--- config.mk ---
export PLATFORM = sky130hd
export DESIGN_NAME = fifo_top
export DESIGN_NICKNAME = d
export VERILOG_FILES = /design/src/rtl/fifo_pkg.sv /design/src/rtl/fifo_ptr.sv /design/src/rtl/fifo_ram.sv /design/src/rtl/fifo_top.sv /design/src/rtl/fifo_ctrl.sv
export SDC_FILE = /design/constraint.sdc
export NUM_CORES = 1
export LEC_CHECK = 0
export CELL_PAD_IN_SITES_DETAIL_PLACEMENT = 0
export CELL_PAD_IN_SITES_GLOBAL_PLACEMENT = 2
export CORE_ASPECT_RATIO = 0.9
export CORE_MARGIN = 5
export CORE_UTILIZATION = 44
export CTS_BUF_LIST = sky130_fd_sc_hd__clkbuf_2 sky130_fd_sc_hd__clkbuf_4 sky130_fd_sc_hd__clkbuf_8
export DETAILED_ROUTE_END_ITERATION = 8
export GPL_ROUTABILITY_DRIVEN = 1
export GPL_TIMING_DRIVEN = 0
export PLACE_DENSITY = 0.85
export SLEW_MARGIN = 20
export SYNTH_ARGS = -nofsm -noshare
export SYNTH_HDL_FRONTEND = slang
export SYNTH_HIERARCHICAL = 1
export SYNTH_SLANG_ARGS = --single-unit
export TNS_END_PERCENT = 30
--- constraint.sdc ---
create_clock -name clk -period 3.3 [get_ports clk]
set_input_delay 0.825 -clock clk [delete_from_list [all_inputs] [get_ports clk]]
set_output_delay 0.825 -clock clk [all_outputs]
set_load 0.02 [all_outputs]
--- src/rtl/fifo_pkg.sv ---
// Shared definitions for the FIFO controller slice: FSM encoding and defaults.
package fifo_pkg;

    localparam int DATA_BITS_DEF = 10;
    localparam int ADDR_BITS_DEF = 3;

    typedef enum logic [1:0] {
        IDLE   = 2'd0,
        INIT   = 2'd1,
        ACTIVE = 2'd2,
        ERROR  = 2'd3
    } state_t;

endpackage

--- src/rtl/fifo_ptr.sv ---
// Mod-D address pointer with clear and advance enable; wraps naturally at 2**ADDR_BITS.
module fifo_ptr
    import fifo_pkg::*;
#(
    parameter int ADDR_BITS = ADDR_BITS_DEF
) (
    input  logic                 clk,
    input  logic                 reset,
    input  logic                 clr,
    input  logic                 en,
    output logic [ADDR_BITS-1:0] ptr
);

    logic [ADDR_BITS-1:0] ptr_q;

    // Pointer register: reset/clear to zero, otherwise advance by one when enabled.
    always_ff @(posedge clk) begin
        if (reset || clr) begin
            ptr_q <= '0;
        end else if (en) begin
            ptr_q <= ptr_q + ADDR_BITS'(1);
        end
    end

    assign ptr = ptr_q;

endmodule

--- src/rtl/fifo_ram.sv ---
// Simple dual-port ram: synchronous write, registered read (data_out valid next cycle).
module fifo_ram
    import fifo_pkg::*;
#(
    parameter int DATA_BITS = DATA_BITS_DEF,
    parameter int ADDR_BITS = ADDR_BITS_DEF
) (
    input  logic                 clk,
    input  logic                 write,
    input  logic                 read,
    input  logic [ADDR_BITS-1:0] addr_write,
    input  logic [ADDR_BITS-1:0] addr_read,
    input  logic [DATA_BITS-1:0] data_in,
    output logic [DATA_BITS-1:0] data_out
);

    logic [DATA_BITS-1:0] mem [1 << ADDR_BITS];
    logic [DATA_BITS-1:0] data_out_q;

    // Storage is never reset; only the addressed word moves on each port.
    always_ff @(posedge clk) begin
        if (write) mem[addr_write] <= data_in;
        if (read)  data_out_q      <= mem[addr_read];
    end

    assign data_out = data_out_q;

endmodule

--- src/rtl/fifo_top.sv ---
// Wrapper pairing the controller with its ram.
module fifo_top
    import fifo_pkg::*;
#(
    parameter int DATA_BITS = DATA_BITS_DEF,
    parameter int ADDR_BITS = ADDR_BITS_DEF
) (
    input  logic                 clk,
    input  logic                 reset,
    input  logic                 init,
    input  logic [ADDR_BITS:0]   umbral_alto,
    input  logic [ADDR_BITS:0]   umbral_bajo,
    input  logic                 push,
    input  logic                 pop,
    input  logic [DATA_BITS-1:0] data_in,
    output logic [DATA_BITS-1:0] data_out,
    output logic                 data_valid,
    output logic                 full,
    output logic                 empty,
    output logic                 almost_full,
    output logic                 almost_empty,
    output logic                 error,
    output logic [ADDR_BITS:0]   count,
    output logic [1:0]           state
);

    logic                 ram_write, ram_read;
    logic [ADDR_BITS-1:0] addr_write, addr_read;

    fifo_ctrl #(.DATA_BITS(DATA_BITS), .ADDR_BITS(ADDR_BITS)) u_ctrl (
        .clk          (clk),
        .reset        (reset),
        .init         (init),
        .umbral_alto  (umbral_alto),
        .umbral_bajo  (umbral_bajo),
        .push         (push),
        .pop          (pop),
        .ram_write    (ram_write),
        .ram_read     (ram_read),
        .addr_write   (addr_write),
        .addr_read    (addr_read),
        .data_valid   (data_valid),
        .full         (full),
        .empty        (empty),
        .almost_full  (almost_full),
        .almost_empty (almost_empty),
        .error        (error),
        .count        (count),
        .state        (state)
    );

    fifo_ram #(.DATA_BITS(DATA_BITS), .ADDR_BITS(ADDR_BITS)) u_ram (
        .clk        (clk),
        .write      (ram_write),
        .read       (ram_read),
        .addr_write (addr_write),
        .addr_read  (addr_read),
        .data_in    (data_in),
        .data_out   (data_out)
    );

endmodule

--- src/rtl/fifo_ctrl.sv ---
// FIFO controller: owns pointers, occupancy, flags and the IDLE/INIT/ACTIVE/ERROR FSM
// in front of an external dual-port ram with a one-cycle registered read.
module fifo_ctrl
    import fifo_pkg::*;
#(
    parameter int DATA_BITS = DATA_BITS_DEF,
    parameter int ADDR_BITS = ADDR_BITS_DEF
) (
    input  logic                 clk,
    input  logic                 reset,
    input  logic                 init,
    input  logic [ADDR_BITS:0]   umbral_alto,
    input  logic [ADDR_BITS:0]   umbral_bajo,
    input  logic                 push,
    input  logic                 pop,
    output logic                 ram_write,
    output logic                 ram_read,
    output logic [ADDR_BITS-1:0] addr_write,
    output logic [ADDR_BITS-1:0] addr_read,
    output logic                 data_valid,
    output logic                 full,
    output logic                 empty,
    output logic                 almost_full,
    output logic                 almost_empty,
    output logic                 error,
    output logic [ADDR_BITS:0]   count,
    output logic [1:0]           state
);

    localparam int              CW      = ADDR_BITS + 1;
    localparam logic [CW-1:0]   DEPTH   = CW'(1 << ADDR_BITS);
    // The data path lives in the ram; a zero-width word would make every write meaningless.
    localparam logic            DATA_OK = (DATA_BITS > 0);

    state_t          state_q, state_d;
    logic [CW-1:0]   count_q, count_d;
    logic [CW-1:0]   alto_q, alto_d;
    logic [CW-1:0]   bajo_q, bajo_d;
    logic            full_q, full_d;
    logic            empty_q, empty_d;
    logic            afull_q, afull_d;
    logic            aempty_q, aempty_d;
    logic            error_q, error_d;
    logic            dvalid_q;

    logic            servicing;
    logic            push_ok, pop_ok;
    logic            overflow, underflow;
    logic            ptr_clr;
    logic [ADDR_BITS-1:0] wr_ptr, rd_ptr;

    // Access qualification: init wins over traffic, and only ACTIVE/ERROR move data.
    always_comb begin
        servicing = ((state_q == ACTIVE) || (state_q == ERROR)) && !init;
        push_ok   = servicing && push && !full_q;
        pop_ok    = servicing && pop  && !empty_q;
        overflow  = servicing && push && full_q;
        underflow = servicing && pop  && empty_q;
        ptr_clr   = (state_q == INIT);
    end

    // Next-state for FSM, occupancy, thresholds, sticky error and the registered flags.
    always_comb begin
        state_d = state_q;
        count_d = count_q;
        alto_d  = alto_q;
        bajo_d  = bajo_q;
        error_d = error_q;

        unique case (state_q)
            IDLE:    if (init) state_d = INIT;
            INIT:    if (!init) state_d = ACTIVE;
            ACTIVE: begin
                if (init)                       state_d = INIT;
                else if (overflow || underflow) state_d = ERROR;
            end
            ERROR:   if (init) state_d = INIT;
            default: state_d = IDLE;
        endcase

        if (state_q == INIT) begin
            count_d = '0;
            error_d = 1'b0;
            alto_d  = umbral_alto;
            bajo_d  = umbral_bajo;
        end else begin
            if (push_ok && !pop_ok) count_d = count_q + CW'(1);
            if (pop_ok && !push_ok) count_d = count_q - CW'(1);
            if (overflow || underflow) error_d = 1'b1;
        end

        // Flags follow the count the FIFO will hold after this edge.
        full_d   = (count_d == DEPTH);
        empty_d  = (count_d == '0);
        afull_d  = (count_d >= alto_d);
        aempty_d = (count_d <= bajo_d);
    end

    // State register for FSM, occupancy, thresholds, flags and the read-valid strobe.
    always_ff @(posedge clk) begin
        if (reset) begin
            state_q  <= IDLE;
            count_q  <= '0;
            alto_q   <= DEPTH;
            bajo_q   <= '0;
            full_q   <= 1'b0;
            empty_q  <= 1'b1;
            afull_q  <= 1'b0;
            aempty_q <= 1'b1;
            error_q  <= 1'b0;
            dvalid_q <= 1'b0;
        end else begin
            state_q  <= state_d;
            count_q  <= count_d;
            alto_q   <= alto_d;
            bajo_q   <= bajo_d;
            full_q   <= full_d;
            empty_q  <= empty_d;
            afull_q  <= afull_d;
            aempty_q <= aempty_d;
            error_q  <= error_d;
            // The ram registers its read, so the word shows up one cycle after ram_read.
            dvalid_q <= pop_ok;
        end
    end

    fifo_ptr #(.ADDR_BITS(ADDR_BITS)) u_wr_ptr (
        .clk   (clk),
        .reset (reset),
        .clr   (ptr_clr),
        .en    (push_ok),
        .ptr   (wr_ptr)
    );

    fifo_ptr #(.ADDR_BITS(ADDR_BITS)) u_rd_ptr (
        .clk   (clk),
        .reset (reset),
        .clr   (ptr_clr),
        .en    (pop_ok),
        .ptr   (rd_ptr)
    );

    assign ram_write    = push_ok && DATA_OK;
    assign ram_read     = pop_ok;
    assign addr_write   = wr_ptr;
    assign addr_read    = rd_ptr;
    assign data_valid   = dvalid_q;
    assign full         = full_q;
    assign empty        = empty_q;
    assign almost_full  = afull_q;
    assign almost_empty = aempty_q;
    assign error        = error_q;
    assign count        = count_q;
    assign state        = state_q;

endmodule

# Word-level counts from Yosys, hierarchy flattened
# Memory sizes are Yosys's and may differ from the RTL's. A register that Yosys moved wholly into a read port is not among the register bits.
# Cells that the tools add are included.
[word_totals]
reg_bits = 26
ram_bits = 80
input_bits = 23
out_inout_bits = 22
wordCells = 60
n_memories = 1
[memory_table]
columns = ["memory", "words", "word_bits", "read_ports", "rd_clocked_by_memory_dff", "write_ports", "line_no", "text"]
rows = [
  ["u_ram.mem", 8, 10, 1, 1, 1, "fifo_ram.sv:17", "logic [DATA_BITS-1:0] mem [1 << ADDR_BITS];"],
]
[op_classes]
add_sub_neg = 4
magnitude_cmp = 2
n_eq_ne = 7
n_mux = 12
reduce_logical = 22
[ops]
columns = ["op", "n"]
rows = [
  ["$mux 4", 5],
  ["$logic_and 1x1->1", 9],
  ["$mux 2", 4],
  ["$add 3x1->3 const B", 2],
  ["$pmux 2 s3", 1],
  ["$logic_not 1->1", 5],
  ["$add 4x1->4 const B", 1],
  ["$eq 2x2->1 const B", 2],
  ["$eq 4x4->1 const B", 1],
  ["$ge 4x4->1", 1],
  ["$le 4x4->1", 1],
  ["$logic_not 4->1", 1],
  ["$reduce_or 2->1", 2],
  ["$sub 4x1->4 const B", 1],
  ["$logic_or 1x1->1", 3],
  ["$ne 3x3->1 const B", 1],
  ["$reduce_and 3->1", 1],
  ["$eq 2x1->1 const B", 1],
  ["$logic_not 2->1", 1],
  ["$mux 1", 2],
  ["$ne 2x1->1 const B", 1],
  ["$ne 2x2->1 const B", 1],
]

# Longest topological paths before layout
[depth]
ltp_word = 11
mapped_depth = 12
depth_no_buf = 12

# Modules after synthesis
# Netlist, hierarchy kept.
[by_module_without_submodules]
columns = ["mod", "n_inst", "cells_each", "area_each_um2", "seq_area_each_um2"]
rows = [
  ["fifo_ram", 1, 138, 3433.3, 2702.6],
  ["fifo_ctrl", 1, 119, 1132.3, 400.4],
  ["fifo_ptr", 2, 11, 131.4, 60.1],
]

# Worst setup path before layout
# OpenSTA, ideal clock, no wires.
[synth_path]
path_kind = "in2reg"
start = "input port init"
end = "memory u_ram/mem[0][0] in the netlist's numbering, enable pin"
setup_ps = 390
arrival_ps = 2242
required_ps = 2910
path_slack_ps = 668
stages = 4
n_path_buf = 0
cell_sequence = "o21bai_4 > nor2_1 > nand2b_1 > nor3_1"
[synth_via]
elab_chain_cells = 6
[synth_lines]
columns = ["element", "line_no", "text"]
rows = [
  ["start: declaration", "fifo_top.sv:10", "input logic init,"],
  ["$logic_not 1->1", "fifo_ctrl.sv:54", "servicing = ((state_q == ACTIVE) || (state_q == ERROR)) && !init;"],
  ["$logic_and 1x1->1", "fifo_ctrl.sv:54", ""],
  ["$logic_and 1x1->1 (2 in series)", "fifo_ctrl.sv:55", "push_ok = servicing && push && !full_q;"],
  ["via ram_write", "fifo_top.sv:27", "logic ram_write, ram_read;"],
  ["$mux 1", "fifo_ram.sv:22", "if (write) mem[addr_write] <= data_in;"],
  ["$mux 1 (not written as such)", "fifo_ram.sv:22", ""],
  ["end: declaration", "fifo_ram.sv:17", ""],
]
# The timed path passes the listed nets, and every way through them passes these cells.

# Final worst setup path
[layout_path]
start = "input port init"
end = "memory u_ram/mem[1][8] in the netlist's numbering, enable pin"
# The elaborated chain is that of the path after synthesis.

==> flow_summary_export.csv <==
group,metric,value,unit
outcome,outcome,"complete, no violations",
worst_setup_path,crit_buf_inv,1,
final_layout,multi_input_comb_area,1550,µm²
worst_setup_path,slowest_delay,0.87,ns
final_layout,fin_nets,383,
logic_synthesis,synth_ff_type,"edfxtp_1",
logic_synthesis,yosys_warnings,6,
global_routing,grt_use_met1,17.2,%
drt,final_antenna_net_count,0,
die,io-pin-count,45,
clock_network,cts.sinks,116,
timing,fin_crit_sh,91.2,%
clock_network,post_cts_buffers,0,
clock_network,hold_buffers,0,
place,numPortBuffers,44,
clock_network,path_clk_slew,0.06,ns
drt,drtIter0Drc,139,
timing,tightest_slew,1.10,ns
logic_synthesis,async_flop_share,0,%
drt,wl,8640,µm
final_layout,num-fill-cells,870,
timing,maxSlewViolCount,0,
timing,rsz0062_at_grt,"no",
die,die_y,109,µm
worst_setup_path,ff2ff_path_depth,5,
drt,vias,2526,
logic_synthesis,synth_top_area_share,56.0,%
place,hpwl,5760,µm
final_layout,regArea,3220,µm²
logic_synthesis,synth_seq_cells,116,
pwr,intPower,2610,µW
drt,drc,0,
clock_network,cts_tree,"done",
timing,slew_headroom,26.4,%
timing,fin_crit,3.01,ns
die,dieArea,13200,µm²
place,placed_cells,458,
worst_setup_path,cp-end-kind,"register",
global_routing,grt_pass1_wl,14100,µm
clock_network,h-tree-depth,4,
worst_setup_path,path_class,"primary input to register",
logic_synthesis,syn_inst,279,
global_routing,grt_usage,14.6,%
worst_setup_path,worstSetupStartpointType,"primary input",
logic_synthesis,syn_avg_cell_area,17.3,µm²
worst_setup_path,slowest_stage,"nor2_1",
logic_synthesis,synthMostInstantiatedCell,"edfxtp_1",
final_layout,syn2layout_area_growth,21.4,%
logic_synthesis,synth_common_cells,"edfxtp_1 (90), dfxtp_1 (26), mux4_1 (20), nor2_1 (20), ha_1 (16)",
logic_synthesis,synth_edf_count,90,
pwr,power_frac_seq,48.4,%
pwr,power_frac_clock,37.5,%
die,dieWidth,120,µm
global_routing,grt_max_degree,17,
final_layout,antennaDiodeCount,0,
logic_synthesis,yosysUniqueCellTypes,42,
global_routing,gr-total-overflow,0,
final_layout,final_cells,490,
timing,clock-skew-final,0.00843,ns
clock_network,insertion_delay,0.41,ns
pwr,switching_share,23.5,%
die,fp-row-count,36,
pwr,power.density,583,nW/µm²
logic_synthesis,synth_area_leaders,"edfxtp_1 (56%), mux4_1 (11%), dfxtp_1 (11%)",
worst_setup_path,cp_max_fo,10,
worst_setup_path,path_delay_family,"simple AND/OR/NAND/NOR gates",
logic_synthesis,yosysTopAreaCell,"edfxtp_1",
die,coreArea,10800,µm²
timing,fmax,0.332,GHz
global_routing,grt_pass1_vias,2702,
logic_synthesis,syn_nets,318,
global_routing,busiest_layer,"met2",
clock_network,clk_path_buf_depth,2,
timing,setup_viol,0,
min_path,hold-path-cell-count,1,
worst_setup_path,crit_cells,5,
logic_synthesis,yosysSeqAreaShare,66.8,%
global_routing,met3_usage,4.58,%
worst_setup_path,cp_common_cell,"nor2_1",
logic_synthesis,syn-cell-area,4830,µm²
clock_network,cts_root_buf,"clkbuf_8",
worst_setup_path,worstPathCellList,"clkdlybuf4s50_1, o21bai_4, nor2_1, nand2b_1, nor2_1",
drt,vias_per_cell,5.16,
clock_network,cts-resized-gates,0,
die,start_util,44.9,%
place,postPlaceCellArea,5470,µm²
drt,wl_per_cell,17.6,µm
global_routing,antenna_found_initial,0,
job,maxCapViolCount,0,
pwr,p_leak,0.00197,µW
worst_setup_path,cp_data_required_time,3.32,ns
pwr,p_sw,804,µW
final_layout,fin_area,5860,µm²
worst_setup_path,critPathArrivalTime,3.03,ns
place,globalplace.congestion,0.716,
min_path,hold_path.class,"register to register",
global_routing,use_met2,24.8,%
pwr,p_comb_share,14.1,%
pwr,vdd_drop_max,0.490,mV
clock_network,cts_buffers,17,
drt,dr.pass1.iters,5,
timing,finalHoldViolCount,0,
final_layout,drive_above_1_share,17.6,%
## state kept, by name, indices dropped and copies added (netlist names)
name	flops
u_ctrl/error	1
u_ctrl/almost_empty	1
u_ctrl/empty	1
u_ram/data_out	10
u_ctrl/full	1
u_ctrl/state	2
u_ctrl/almost_full	1
u_ctrl/alto_q	4
u_ctrl/bajo_q	4
u_ctrl/data_valid	1
u_ctrl/u_rd_ptr/ptr	3
u_ram/mem	80
u_ctrl/u_wr_ptr/ptr	3
u_ctrl/count	4
## kinds of logic (layout without fill, tap and decap cells)
| group | after synthesis | after routing | share of synthesized area, % |
|---|---|---|---|
| DFF | 116 | 116 | 66.8 |
| and+or+nand+nor | 61 | 61 | 6.48 |
| muxes | 43 | 43 | 16.0 |
| AOI/OAI and AO/OA | 25 | 25 | 4.35 |
| adders and majority gates | 16 | 16 | 4.15 |
| buffers and inverters | 13 | 91 | 1.37 |
| xor gates and xnor gates | 5 | 5 | 0.907 |
## per-layer routing
layer / wire length [µm] / vias to the layer above / share of wire (%)
met4: 68 / 0 / 0.79
met2: 4430 / 46 / 51
met5: 0 / - / 0
li1: - / 1235 / -
met1: 3790 / 1239 / 44
met3: 349 / 6 / 4.0
## worst paths after layout
| kind | from | endpoint | slack [ns] |
|---|---|---|---|
| worst min-delay path | u_ctrl/error | u_ctrl/error | 0.47 |
| worst max register to register | u_ctrl/state[1] | u_ram/mem[1][8] | 0.59 |
| worst max-delay path | init | u_ram/mem[1][8] | 0.29 |
| worst min register to register | u_ctrl/error | u_ctrl/error | 0.47 |
## cell type report
type	instances	share of cell area (%)
repair buffers	46	7.84
well taps	133	2.84
plain buffers	9	0.875
clock inverters	12	2.35
clock buffers	20	4.38
multi-input cells	150	26.5
inverters	4	0.256
flip-flops and latches	116	55.0
## per-stage QoR
stage	hold WS (ns)	worst slack (ns)	TNS, ns	total power, µW	util, %
after floorplan	0.448	0.668	0	2020	-
after global placement	0.453	-0.665	-16.98	2160	50.5
after detailed placement	0.463	-0.176	-7.20	2170	50.8
after CTS	0.480	0.269	0	3460	54.4
after global routing	0.502	0.117	0	3590	54.4
final	0.472	0.291	0	3420	54.4
## worst register-to-register path, cell delays in order (launching register included)
cell and delay, ns:
dfxtp_1 0.40, ha_1 0.29, o21bai_4 0.14, nor2_1 0.39
nand2b_1 0.21, nor2_1 0.88
## power by group through the flow
stage          combinational, µW  clock, µW  sequential, µW
3_5_place_dp                 485          0            1690
6_report                     482       1280            1650
4_1_cts                      487       1320            1660
5_1_grt                      538       1400            1660
3_3_place_gp                 473          0            1680
2_1_floorplan                311          0            1700
## cells in the final DEF, fill, tap and decap left out, types with 3 or more instances in the layout
cell              n
xnor2_1           5
nand2_1           6
edfxtp_1         90
ha_1             16
nand3_1           4
mux2_2           13
nor2b_1           3
nand2b_1          5
nor2_1           19
nor3_1           10
bufinv_16         3
mux2i_1          10
dfxtp_1          26
a21oi_1           5
mux4_1           20
clkbuf_8         17
clkbuf_4          3
buf_6             3
o21a_1            3
clkinvlp_4        3
clkdlybuf4s50_1  44
clkbuf_1          3
inv_1             4
clkinv_1          4
No activity file was read; power rests on OpenSTA's default activity.
